### config.mk
export PLATFORM = sky130hd
export DESIGN_NAME = bcd_seg7_scan_flat
export DESIGN_NICKNAME = d
export VERILOG_FILES = /design/src/rtl/bcd_seg7_scan_if.sv /design/src/rtl/bcd_seg7_scan.sv /design/src/flat_wrapper.sv
export SDC_FILE = /design/constraint.sdc
export NUM_CORES = 1
export LEC_CHECK = 0
export ABC_AREA = 1
export CORE_ASPECT_RATIO = 0.75
export CORE_MARGIN = 1.5
export CORE_UTILIZATION = 30
export CTS_BUF_LIST = sky130_fd_sc_hd__clkbuf_8
export CTS_CLUSTER_DIAMETER = 40
export DETAILED_ROUTE_END_ITERATION = 10
export DONT_BUFFER_PORTS = 1
export MAX_ROUTING_LAYER = met4
export PLACE_DENSITY = 0.53
export SLEW_MARGIN = 20
export SYNTH_ARGS = -nofsm -noshare
export SYNTH_HDL_FRONTEND = slang
export SYNTH_SLANG_ARGS = --single-unit
### constraint.sdc
create_clock -name clk -period 3.88 [get_ports clk]
set_input_delay 0.582 -clock clk [delete_from_list [all_inputs] [get_ports clk]]
set_output_delay 0.582 -clock clk [all_outputs]
set_load 0.02 [all_outputs]
### src/rtl/bcd_seg7_scan_if.sv
// Bus between the BCD converter side and the 7-segment scanner.
// Handshake: there is no back-pressure. 'load' is a single-cycle strobe.
// When 'load' is high at a rising clk edge, 'bcd_in' is captured on that
// edge. No ready signal exists because every load is accepted. The
// scanner-side outputs are all registered.
// dbg_idx and dbg_pend_flag expose the scan position and the
// pending-buffer flag so that checkers can be bound to them.
interface bcd_seg7_scan_if;
    logic        load;
    logic [27:0] bcd_in;
    logic [6:0]  an;
    logic [6:0]  seg;
    logic        frame_done;
    logic [2:0]  dbg_idx;
    logic        dbg_pend_flag;

    // Source of BCD digits (converter / testbench side)
    modport master (
        output load,
        output bcd_in,
        input  an,
        input  seg,
        input  frame_done,
        input  dbg_idx,
        input  dbg_pend_flag
    );

    // Display scanner side
    modport slave (
        input  load,
        input  bcd_in,
        output an,
        output seg,
        output frame_done,
        output dbg_idx,
        output dbg_pend_flag
    );
endinterface

### src/rtl/bcd_seg7_scan.sv
// Seven-digit common-anode 7-segment scanner with a double-buffered frame.
//
// The scanner drives one digit per scan slot of PRESCALE clocks. The slot
// index runs 0..6, with ones first and millions last. New digits are first
// captured into a pending register. They move to the active register only
// when the scan wraps from digit 6 to digit 0, so a frame never mixes old
// and new values.
//
// When the scanner moves to a new slot, the outputs stay blank for one
// cycle so the previous digit does not ghost onto the next anode.
//
// Optional build macro SEG7_LEADING_ZERO_BLANK_EN: when this macro is
// defined, leading zero digits are blanked. The anode for a blanked digit
// is still asserted. The ones digit is never blanked.
module bcd_seg7_scan #(
    parameter int PRESCALE   = 50000,
    parameter int PRESCALE_W = 16
) (
    input  logic           clk,
    input  logic           rst,
    bcd_seg7_scan_if.slave bus
);

    localparam logic [PRESCALE_W-1:0] PRESCALE_LAST = PRESCALE_W'(PRESCALE - 1);
    localparam logic [2:0]            LAST_IDX      = 3'd6;
    localparam logic [6:0]            BLANK         = 7'h7F;

    // Segment pattern {g,f,e,d,c,b,a}, active-low. Non-BCD codes show a dash.
    function automatic logic [6:0] seg_decode(input logic [3:0] d);
        logic [6:0] s;
        case (d)
            4'd0:    s = 7'h40;
            4'd1:    s = 7'h79;
            4'd2:    s = 7'h24;
            4'd3:    s = 7'h30;
            4'd4:    s = 7'h19;
            4'd5:    s = 7'h12;
            4'd6:    s = 7'h02;
            4'd7:    s = 7'h78;
            4'd8:    s = 7'h00;
            4'd9:    s = 7'h10;
            default: s = 7'h3F;
        endcase
        return s;
    endfunction

    // State registers
    logic [PRESCALE_W-1:0] presc_q;
    logic [2:0]            idx_q;
    logic [27:0]           pend_q;
    logic                  pend_flag_q;
    logic [27:0]           active_q;
    logic [6:0]            an_q;
    logic [6:0]            seg_q;
    logic                  frame_done_q;

    // Next-state values
    logic [PRESCALE_W-1:0] presc_d;
    logic [2:0]            idx_d;
    logic [27:0]           pend_d;
    logic                  pend_flag_d;
    logic [27:0]           active_d;
    logic [6:0]            an_d;
    logic [6:0]            seg_d;
    logic                  frame_done_d;

    logic                  tick;
    logic                  wrap;
    logic [3:0]            cur_digit;
    logic [6:0]            one_hot;

`ifdef SEG7_LEADING_ZERO_BLANK_EN
    logic [6:0]            lead_zero;
    logic                  zero_run;
`endif

    assign tick      = (presc_q == PRESCALE_LAST);
    assign wrap      = tick && (idx_q == LAST_IDX);
    assign cur_digit = active_q[{idx_q, 2'b00} +: 4];
    assign one_hot   = 7'b1 << idx_q;

    // Next-state: prescaler, scan index, buffering and the registered output stage
    always_comb begin
        presc_d      = presc_q + PRESCALE_W'(1);
        idx_d        = idx_q;
        pend_d       = pend_q;
        pend_flag_d  = pend_flag_q;
        active_d     = active_q;
        an_d         = ~one_hot;
        seg_d        = seg_decode(cur_digit);
        frame_done_d = wrap;

        if (tick) begin
            presc_d = '0;
            idx_d   = (idx_q == LAST_IDX) ? 3'd0 : idx_q + 3'd1;
        end

        // The last load wins. A load always refreshes the pending copy.
        if (bus.load) begin
            pend_d      = bus.bcd_in;
            pend_flag_d = 1'b1;
        end

        // Frame boundary: a load on this same edge bypasses the pending stage
        if (wrap) begin
            if (bus.load) begin
                active_d    = bus.bcd_in;
                pend_flag_d = 1'b0;
            end else if (pend_flag_q) begin
                active_d    = pend_q;
                pend_flag_d = 1'b0;
            end
        end

`ifdef SEG7_LEADING_ZERO_BLANK_EN
        // lead_zero[k] is set when digits k..6 of the active frame are all zero
        zero_run  = 1'b1;
        lead_zero = '0;
        for (int k = 6; k >= 0; k--) begin
            zero_run     = zero_run && (active_q[k*4 +: 4] == 4'd0);
            lead_zero[k] = zero_run;
        end
        if ((idx_q != 3'd0) && lead_zero[idx_q]) begin
            seg_d = BLANK;
        end
`endif

        // Anti-ghost blank cycle at every slot change
        if (tick) begin
            an_d  = BLANK;
            seg_d = BLANK;
        end
    end

    // Register update with asynchronous reset to a blank, idle display
    always_ff @(posedge clk or posedge rst) begin
        if (rst) begin
            presc_q      <= '0;
            idx_q        <= 3'd0;
            pend_q       <= '0;
            pend_flag_q  <= 1'b0;
            active_q     <= '0;
            an_q         <= BLANK;
            seg_q        <= BLANK;
            frame_done_q <= 1'b0;
        end else begin
            presc_q      <= presc_d;
            idx_q        <= idx_d;
            pend_q       <= pend_d;
            pend_flag_q  <= pend_flag_d;
            active_q     <= active_d;
            an_q         <= an_d;
            seg_q        <= seg_d;
            frame_done_q <= frame_done_d;
        end
    end

    assign bus.an            = an_q;
    assign bus.seg           = seg_q;
    assign bus.frame_done    = frame_done_q;
    assign bus.dbg_idx       = idx_q;
    assign bus.dbg_pend_flag = pend_flag_q;

endmodule

### src/flat_wrapper.sv
// flat-port wrapper written by rule: the top's interface ports become plain ports
module bcd_seg7_scan_flat 
#(
    parameter int PRESCALE   = 50000,
    parameter int PRESCALE_W = 16
)
  (clk, rst, bus_load, bus_bcd_in, bus_an, bus_seg, bus_frame_done, bus_dbg_idx, bus_dbg_pend_flag);
  bcd_seg7_scan_if bus_i ();
  input  logic clk;
  input  logic rst;
  input wire logic [$bits(bus_i.load)-1:0] bus_load;
  input wire logic [$bits(bus_i.bcd_in)-1:0] bus_bcd_in;
  output wire logic [$bits(bus_i.an)-1:0] bus_an;
  output wire logic [$bits(bus_i.seg)-1:0] bus_seg;
  output wire logic [$bits(bus_i.frame_done)-1:0] bus_frame_done;
  output wire logic [$bits(bus_i.dbg_idx)-1:0] bus_dbg_idx;
  output wire logic [$bits(bus_i.dbg_pend_flag)-1:0] bus_dbg_pend_flag;
  assign bus_i.load = bus_load;
  assign bus_i.bcd_in = bus_bcd_in;
  assign bus_an = bus_i.an;
  assign bus_seg = bus_i.seg;
  assign bus_frame_done = bus_i.frame_done;
  assign bus_dbg_idx = bus_i.dbg_idx;
  assign bus_dbg_pend_flag = bus_i.dbg_pend_flag;
  bcd_seg7_scan #(.PRESCALE(PRESCALE), .PRESCALE_W(PRESCALE_W)) u_core (.clk(clk), .rst(rst), .bus(bus_i));
endmodule
==> flow_summary.yaml <==
run_status:
  outcome: "completed"
logic_synthesis:
  synth_nets: 551
  synth.distinct_cells: 26
  synth.top_cells.by_count: "nand2_1, dfrtp_1, nand3_1"
  ys_seq_area_share_pct: 55.2
  syn_inst: 512
  ys_async_sr_fraction_pct: 100
  syn_area_per_cell_um2: 8.12
  netlist_area_um2: 4160
  yosysMostFrequentCell: "nand2_1"
  yosysWarningCount: 0
  synth_edf_count: 0
  synth_top_area_share_pct: 46.4
  synth.area.top_cells: "dfrtp_1, nand2_1, dfstp_2, nand3_1, ha_1"
  synth_area_leader_cell: "dfrtp_1"
  synthFlopType: "dfrtp_1"
  synth_seq_cells: 91
route:
  drt_iter0_markers: 254
  wl_um: 9150
  drc: 0
  drt-pass1-iter-count: 4
  wire_per_inst_um: 13.3
  viasPerCell: 4.49
  ant_nets: 0
  num_vias: 3099
setup_path:
  critPathKind: "flip-flop to flip-flop"
  cp_common_cell: "nand2_1"
  r2r_start: "u_core.presc_q[0]"
  rrSetupSlack_ps: 1340
  reg2reg_depth: 10
  cp-start-kind: "flip-flop"
  cp_data_arrival_time_ps: 2800
  critPathRequiredTime_ps: 4140
  crit_path_end_kind: "flip-flop"
  path_cells: "ha_1 -> nand2_1 -> nor2_2 -> inv_2 -> nor2_1 -> nand2_1 -> inv_2 -> nand3_2 -> nand2_1 -> nand2_1"
  crit_slowest_cell: "nand3_2"
  max_stage_delay_ps: 500
  crit_fanout: 28
  critPathTopFamily: "simple AND/OR/NAND/NOR gates"
  r2r_end: "u_core.active_q[18]"
  path_buf_inv: 2
clock_network:
  path_clk_slew_ps: 90
  holdBufCountCts: 0
  htreeDepth: 3
  cts_buffers: 9
  cts_root_buffer: "clkbuf_8"
  clockBufferDepth: 2
  tritoncts: "yes"
  clock_sinks: 91
  worstSkewPairLatency_ps: 360
  cts_setup_buffers: 0
  cts_resized: 0
power:
  ir_worst_vdd_v: 0.000209
  power_density_nw_per_um2: 389
  power_mw: 1.76
  power_leakage_nw: 2.37
sta:
  setup_ws_ps: 1340
  drv_slew: 0
  rsz0062_at_grt: "no"
  fin_crit_sh_pct: 65.5
  fin_skew_ps: 9.94
  fin_crit_ps: 2540
  worst_slew_pin_slew_ps: 779
  fmax_mhz: 393
  timing.slew.headroom_pct: 48.1
  hold_viol_final: 0
  setup_violations: 0
  fin_tns_setup_ps: 0
place:
  dpl.hpwl_um: 6550
  dp_slack_ps: 1300
  gp_congestion: 0.917
  place.port_buffers: 0
floorplan:
  io_pins: 50
  die_w_um: 139
  die-area_um2: 14600
  initial_core_util_pct: 30.5
  floorplan.rows: 37
  core_um2: 13600
  die_h_um: 105
finish:
  area_growth_pct: 8.85
  nets: 549
  final_util_pct: 33.2
  n_antenna_cell: 0
  drive_above_1_share_pct: 9.51
global_route:
  grt_pass1_vias: 3143
  track_usage_pct: 13.9
  grt_pass1_wl_um: 15800
  antenna_found_initial: 0
  grt_max_degree: 45
  grt.overflow.total: 0
min_path:
  hold_class: "primary input to async pin"
run:
  max_cap_viol_count: 0
-- worst max-delay path by stage --
stage,cells after the start,endpoint,from
floorplan,1,u_core.active_q[0],rst
global placement,9,u_core.bus.seg[3],u_core.bus.dbg_idx[0]
detailed placement,10,u_core.active_q[18],u_core.presc_q[0]
CTS,10,u_core.active_q[18],u_core.presc_q[0]
global route,10,u_core.active_q[14],u_core.presc_q[0]
finish,10,u_core.active_q[18],u_core.presc_q[0]
-- area by class of cell --
cell class | instances | area (um2)
Clock buffer | 10 | 138
Clock inverter | 6 | 65.1
Fill cell | 1470 | 9090
Inverter | 36 | 139
Multi-Input combinational cell | 369 | 1640
Sequential cell | 91 | 2290
Tap cell | 175 | 219
Timing Repair Buffer | 3 | 30.0
-- layout by cell type, fill, tap and decap left out, types with 9 or more instances in the layout --
cell | Yosys | final
clkbuf_8 | 0 | 10
dfrtp_1 | 77 | 77
dfstp_2 | 14 | 14
inv_1 | 26 | 26
inv_2 | 9 | 9
nand2_1 | 255 | 255
nand3_1 | 41 | 41
nor2_1 | 24 | 24
-- flip-flops by register name (all words and copies together), names as in the netlist --
name,cells
u_core.bus.dbg_pend_flag,1
u_core.bus.dbg_idx,3
u_core.presc_q,16
u_core.pend_q,28
u_core.bus.an,7
u_core.bus.seg,7
u_core.active_q,28
u_core.bus.frame_done,1
-- through the flow --
| stage | hold slack, ps | cells | area, um2 |
|---|---|---|---|
| 6_report | 201 | 690 | 4520 |
| 5_1_grt | 256 | 690 | 4520 |
| 4_1_cts | 233 | 689 | 4510 |
| 3_5_place_dp | 456 | 673 | 4310 |
| 3_3_place_gp | 445 | 673 | 4310 |
| 2_1_floorplan | 433 | 512 | 4160 |
-- power breakdown --
part	total (mW)	switching (mW)	leakage (nW)	internal [mW]
Clock	0.651	0.335	0.0963	0.315
Sequential	1.02	0.0221	1.14	0.995
Combinational	0.0939	0.0671	1.14	0.0268
Total	1.76	0.425	2.37	1.34
-- kinds of logic after synthesis --
family,share of synthesized area [%]
simple gates,33.7
xor+xnor,1.69
buf+inv,5.36
compound gates,1.63
flops,55.2
fa+ha+maj,2.41
-- per-layer routing --
layer	vias up	track usage [%]	part of all wire (%)
met3	9	3.80	4.2
met2	49	19.4	41
met1	1464	19.9	54
met4	0	3.35	0.87
met5	-	-	0
li1	1577	-	-
Note: power is estimated with default switching activity, not from simulation.
